[src/rtl/uart_tx_fifo.sv]
// UART transmitter with a byte FIFO in front of it.
// Bytes arrive over a valid/ready handshake, are buffered, and are sent
// as 8N1 (or 8E1 when PARITY_EN=1) at a runtime-programmable bit period.
module uart_tx_fifo #(
    parameter int FIFO_DEPTH = 16,
    parameter int DIV_WIDTH  = 16,
    parameter int PARITY_EN  = 0
) (
    input  logic                          clk,
    input  logic                          rst,
    input  logic                          cfg_en_i,
    input  logic [DIV_WIDTH-1:0]          cfg_div_i,
    input  logic [7:0]                    tx_data_i,
    input  logic                          tx_valid_i,
    output logic                          tx_ready_o,
    output logic                          tx_o,
    output logic                          busy_o,
    output logic [$clog2(FIFO_DEPTH):0]   fifo_level_o
);

    localparam int AW = $clog2(FIFO_DEPTH);
    localparam logic [AW:0] FULL_LEVEL = FIFO_DEPTH[AW:0];

    typedef enum logic [2:0] {
        IDLE,
        START,
        DATA,
        PARITY,
        STOP
    } state_t;

    state_t               state;
    logic [7:0]           mem [FIFO_DEPTH];
    logic [AW-1:0]        wr_ptr;
    logic [AW-1:0]        rd_ptr;
    logic [AW:0]          level;
    logic [DIV_WIDTH-1:0] div_q;
    logic [DIV_WIDTH-1:0] cnt;
    logic [2:0]           bit_idx;
    logic [7:0]           shreg;
    logic                 par_q;
    logic                 full;
    logic                 empty;
    logic                 push;
    logic                 pop;
    logic                 bit_end;
    logic [7:0]           head;

    assign full         = (level == FULL_LEVEL);
    assign empty        = (level == '0);
    assign tx_ready_o   = !full && !rst;
    assign push         = tx_valid_i && tx_ready_o;
    assign bit_end      = (cnt == div_q);
    assign head         = mem[rd_ptr];
    assign fifo_level_o = level;

    // A byte leaves the FIFO either from IDLE or at the last cycle of a stop bit.
    assign pop = !empty && cfg_en_i &&
                 ((state == IDLE) || ((state == STOP) && bit_end));

    // FIFO storage; contents need no reset since the pointers define validity.
    always_ff @(posedge clk) begin
        if (push) begin
            mem[wr_ptr] <= tx_data_i;
        end
    end

    // FIFO pointers and occupancy; pointers wrap naturally at the power-of-two depth.
    always_ff @(posedge clk) begin
        if (rst) begin
            wr_ptr <= '0;
            rd_ptr <= '0;
            level  <= '0;
        end else begin
            if (push) begin
                wr_ptr <= wr_ptr + 1'b1;
            end
            if (pop) begin
                rd_ptr <= rd_ptr + 1'b1;
            end
            if (push && !pop) begin
                level <= level + 1'b1;
            end else if (pop && !push) begin
                level <= level - 1'b1;
            end
        end
    end

    // Frame sequencer; a pop always starts a new frame, whichever state issued it.
    always_ff @(posedge clk) begin
        if (rst) begin
            state   <= IDLE;
            tx_o    <= 1'b1;
            busy_o  <= 1'b0;
            cnt     <= '0;
            bit_idx <= '0;
            shreg   <= '0;
            div_q   <= '0;
            par_q   <= 1'b0;
        end else if (pop) begin
            shreg   <= head;
            par_q   <= ^head;
            div_q   <= cfg_div_i;
            cnt     <= '0;
            bit_idx <= '0;
            tx_o    <= 1'b0;
            busy_o  <= 1'b1;
            state   <= START;
        end else begin
            case (state)
                IDLE: begin
                    cnt <= '0;
                end
                START: begin
                    if (bit_end) begin
                        cnt   <= '0;
                        tx_o  <= shreg[0];
                        state <= DATA;
                    end else begin
                        cnt <= cnt + 1'b1;
                    end
                end
                DATA: begin
                    if (bit_end) begin
                        cnt <= '0;
                        if (bit_idx == 3'd7) begin
                            if (PARITY_EN != 0) begin
                                tx_o  <= par_q;
                                state <= PARITY;
                            end else begin
                                tx_o  <= 1'b1;
                                state <= STOP;
                            end
                        end else begin
                            bit_idx <= bit_idx + 1'b1;
                            shreg   <= {1'b0, shreg[7:1]};
                            tx_o    <= shreg[1];
                        end
                    end else begin
                        cnt <= cnt + 1'b1;
                    end
                end
                PARITY: begin
                    if (bit_end) begin
                        cnt   <= '0;
                        tx_o  <= 1'b1;
                        state <= STOP;
                    end else begin
                        cnt <= cnt + 1'b1;
                    end
                end
                STOP: begin
                    if (bit_end) begin
                        cnt    <= '0;
                        busy_o <= 1'b0;
                        state  <= IDLE;
                    end else begin
                        cnt <= cnt + 1'b1;
                    end
                end
                default: begin
                    tx_o   <= 1'b1;
                    busy_o <= 1'b0;
                    state  <= IDLE;
                end
            endcase
        end
    end

endmodule

[config.mk]
export PLATFORM = sky130hd
export DESIGN_NAME = uart_tx_fifo
export DESIGN_NICKNAME = d
export VERILOG_FILES = /design/src/rtl/uart_tx_fifo.sv
export SDC_FILE = /design/constraint.sdc
export NUM_CORES = 1
export LEC_CHECK = 0
export BUFFER_PORTS_ARGS = -buffer_cell sky130_fd_sc_hd__buf_4
export CAP_MARGIN = 20
export CELL_PAD_IN_SITES_DETAIL_PLACEMENT = 1
export CELL_PAD_IN_SITES_GLOBAL_PLACEMENT = 2
export CORE_MARGIN = 2
export CORE_UTILIZATION = 44
export DETAILED_ROUTE_END_ITERATION = 8
export GPL_ROUTABILITY_DRIVEN = 0
export PLACE_DENSITY = 0.81
export SYNTH_ARGS = -nofsm -noshare
export SYNTH_HDL_FRONTEND = slang
export SYNTH_SLANG_ARGS = --single-unit
[constraint.sdc]
create_clock -name clk -period 4.4 [get_ports clk]
set_clock_uncertainty 0.15 [all_clocks]
set_input_delay 0.88 -clock clk [delete_from_list [all_inputs] [get_ports clk]]
set_output_delay 0.88 -clock clk [all_outputs]
set_load 0.005 [all_outputs]
==> run_results.csv <==
group,metric,value,unit
timing,finalCritPeriodShare,0.753,
cells_and_area,drive_gt1_frac,0.194,
synthesis,synth_top_family_by_area,"compound AO/OA/AOI/OAI gates",
global_route,antenna_found_initial,0,
timing,tns,0,ns
power,vdd_drop_max,0.326,mV
global_route,grt_pass1_vias,5575,
die,placementRows,50,
setup_path,r2r_slack,1.09,ns
synthesis,async_flop_share,0,
die,die_w,141,um
timing,relSlewSlack,0.246,
setup_path,cp.arrival,3.52,ns
cells_and_area,area_delta_synth_final,13.0,%
clock_network,cts.sinks,193,
clock_network,cts.repair.resized,0,
timing,finalSetupViolations,0,
synthesis,synth_xor_xnor_area_share,0.0270,
detailed_routing,drt_pre_antenna_iters,5,
cells_and_area,layout.area.seq,5150,um2
placement,place_inst,855,
clock_network,cts_tree,"yes",
worst_hold_path,holdPathStages,2,
power,intPower,3500,uW
setup_path,end_kind,"flip-flop",
power,combPwrFrac,0.276,
power,p_switching,1820,uW
cells_and_area,multi_input_area,2890,um2
setup_path,required,4.61,ns
global_route,grt_max_degree,46,
die,pin_count,36,
run_status,run_status,"completed",
synthesis,synth_ff_type,"edfxtp_1",
placement,preCtsSetupSlack,0.840,ns
detailed_routing,drt_iter0_markers,312,
timing,final.setup.worst_slack,1.09,ns
synthesis,synth.net_count,664,
setup_path,critPathKind,"reg -> reg",
power,p_clk_frac,0.299,
setup_path,r2r_cells,12,
worst_hold_path,whs_endpoint,"shreg[5]$_SDFFE_PP0P_",
clock_network,cts_buffers,17,
die,die_h,141,um
placement,place_area,8740,um2
detailed_routing,wl_per_cell,21.6,um
worst_hold_path,hp-class,"reg -> reg",
flow_run,drv_cap,0,
setup_path,worstSetupStartpointType,"flip-flop",
global_route,grt_pass1_wl,31200,um
cells_and_area,utilization,0.504,
timing,fin_crit,3.31,ns
global_route,overflow,0,
clock_network,h-tree-depth,4,
detailed_routing,drc,0,
power,power.density,569,nW/um2
synthesis,synth_simple_gate_area_share,0.0981,
cells_and_area,finish.net_count,681,
synthesis,yosys.area_share.adder,0.0205,
clock_network,cts.path.max_buffers,2,
synthesis,yosys_warnings,0,
power,switching_share,0.343,
detailed_routing,viasPerCell,5.85,
clock_network,postCtsSetupBuffers,0,
power,seq_power_share,0.425,
cells_and_area,most-common-layout-cells,"edfxtp_1 (128), dfxtp_1 (63), nand3_1 (48), buf_4 (47), a21oi_1 (37)",
synthesis,synth_edf_count,128,
synthesis,netlist_area,8290,um2
cells_and_area,finalInstanceArea,9360,um2
clock_network,cts-root-buf,"clkbuf_16",
synthesis,syn_avg_cell_area,13.3,um2
setup_path,r2r-start,"cnt[2]$_SDFFE_PP0P_",
synthesis,synth.area.mux_share,0.0947,
synthesis,ys_seq_area_frac,0.621,
synthesis,ys_types,56,
die,initial_core_util,0.446,
setup_path,crit_path_max_fanout,7,
timing,hold_viol,0,
cells_and_area,layout_commonest_cell,"edfxtp_1",
cells_and_area,stdcell_count,887,
placement,io_buffers,35,
cells_and_area,diodes,0,
timing,rsz0062_at_grt,"false",
timing,finalMaxSlewViolations,0,
clock_network,holdBufCountCts,0,
die,core,18600,um2
synthesis,synth_compound_area_frac,0.107,
detailed_routing,vias,5187,
clock_network,insertion_delay,0.43,ns
setup_path,r2r_end,"fifo_level_o[4]$_SDFFE_PP0P_",
synthesis,synthCells,623,
timing,tightestPinTransition,1.13,ns
die,die-area,20000,um2
detailed_routing,wirelength,19200,um
worst_hold_path,hp-start,"shreg[6]$_SDFFE_PP0P_",
timing,fmax,302,MHz
placement,dpl.hpwl,13000,um
global_route,grtUsageTotal,0.203,
detailed_routing,ant_nets,0,
cells_and_area,nFillCells,1802,
clock_network,clk_pin_slew,0.08,ns
synthesis,synth.ff_latch_count,193,
power,power_leakage,0.00302,uW
## state kept, by name (all words and copies together), names as in the netlist, named ones only
| signal | flops |
|---|---|
| mem | 128 |
| cnt | 16 |
| div_q | 16 |
| shreg | 8 |
| fifo_level_o | 5 |
| rd_ptr | 4 |
| wr_ptr | 4 |
| bit_idx | 3 |
| state | 3 |
| busy_o | 1 |
| tx_o | 1 |
## how the worst max path moves through the flow
stage                    startpoint                            to  slack [ns]  cells after the start
4_1_cts        cnt[14]$_SDFFE_PP0P_  fifo_level_o[4]$_SDFFE_PP0P_        1.07                     12
3_3_place_gp             tx_valid_i  fifo_level_o[4]$_SDFFE_PP0P_        1.02                     11
6_report        cnt[2]$_SDFFE_PP0P_  fifo_level_o[4]$_SDFFE_PP0P_        1.09                     12
5_1_grt         cnt[2]$_SDFFE_PP0P_  fifo_level_o[4]$_SDFFE_PP0P_        0.87                     12
2_1_floorplan              cfg_en_i  fifo_level_o[4]$_SDFFE_PP0P_        1.11                     12
3_5_place_dp             tx_valid_i  fifo_level_o[4]$_SDFFE_PP0P_        0.84                     11
## area by class of cell
class,instances,area share
clock buffers,17,0.0454
clock inverters,15,0.0215
inverters,14,0.00561
multi-input cells,367,0.309
flip-flops and latches,193,0.550
well taps,234,0.0313
repair buffers,47,0.0377
## kinds of logic (layout without fill, tap and decap cells)
| kind of cell | count (synthesis) | in the layout |
|---|---|---|
| XOR/XNOR | 23 | 23 |
| flip-flops | 193 | 193 |
| multiplexers | 38 | 38 |
| adder cells (fa/ha/maj) | 13 | 13 |
| buffers and inverters | 63 | 93 |
| AND/OR/NAND/NOR | 162 | 162 |
| AO/OA/AOI/OAI | 131 | 131 |
## power groups by stage
| stage | clock [uW] | combinational (uW) | sequential [uW] |
|---|---|---|---|
| after detailed placement | 0 | 1460 | 2310 |
| after floorplan | 0 | 1150 | 2180 |
| after CTS | 1620 | 1470 | 2270 |
| after global routing | 1700 | 1610 | 2300 |
| after global placement | 0 | 1400 | 2310 |
| final | 1590 | 1470 | 2260 |
## cells in the mapped netlist (all sizes together) (4+ instances only)
| library cell | n | share of area |
|---|---|---|
| or4 | 4 | 0.0036 |
| dfxtp | 65 | 0.16 |
| nor2 | 35 | 0.016 |
| nor4 | 4 | 0.0038 |
| nor2b | 5 | 0.0038 |
| or3 | 5 | 0.0038 |
| nand4 | 7 | 0.0078 |
| clkbuf | 33 | 0.015 |
| ha | 12 | 0.018 |
| mux4 | 32 | 0.087 |
| nand3 | 48 | 0.029 |
| a22oi | 14 | 0.013 |
| o311a | 4 | 0.0048 |
| a31oi | 14 | 0.011 |
| o21ai | 25 | 0.016 |
| o221ai | 8 | 0.0085 |
| buf | 16 | 0.010 |
| nor3 | 18 | 0.011 |
| edfxtp | 128 | 0.46 |
| xnor2 | 20 | 0.024 |
| a21oi | 37 | 0.022 |
| o31a | 4 | 0.0042 |
| nand2 | 27 | 0.012 |
| inv | 14 | 0.0063 |
| a311oi | 6 | 0.0063 |
## layer usage
layer / share of wire / global-route usage / vias up
met5: 0 / 0 / -
met4: 0.012 / 0.0579 / 0
met3: 0.017 / 0.0326 / 18
met2: 0.52 / 0.352 / 52
met1: 0.45 / 0.266 / 2674
li1: - / - / 2443
## metrics by stage
step	power, uW	hold slack (ns)
2_1_floorplan	3330	0.308
5_1_grt	5600	0.362
6_report	5330	0.328
3_3_place_gp	3710	0.314
4_1_cts	5360	0.329
3_5_place_dp	3770	0.326
## worst max-delay path: stages (launching register included)
cell and delay (ns):
dfxtp_1 0.45, xnor2_1 0.15, nand4_1 0.28, o41ai_4 0.45, nand2_1 0.13, ha_1 0.23
inv_1 0.15, ha_1 0.30, a21o_1 0.20, a21oi_1 0.19, xnor2_1 0.11, or3_1 0.31
a21oi_1 0.15
No activity file was read; power rests on OpenSTA's default activity.
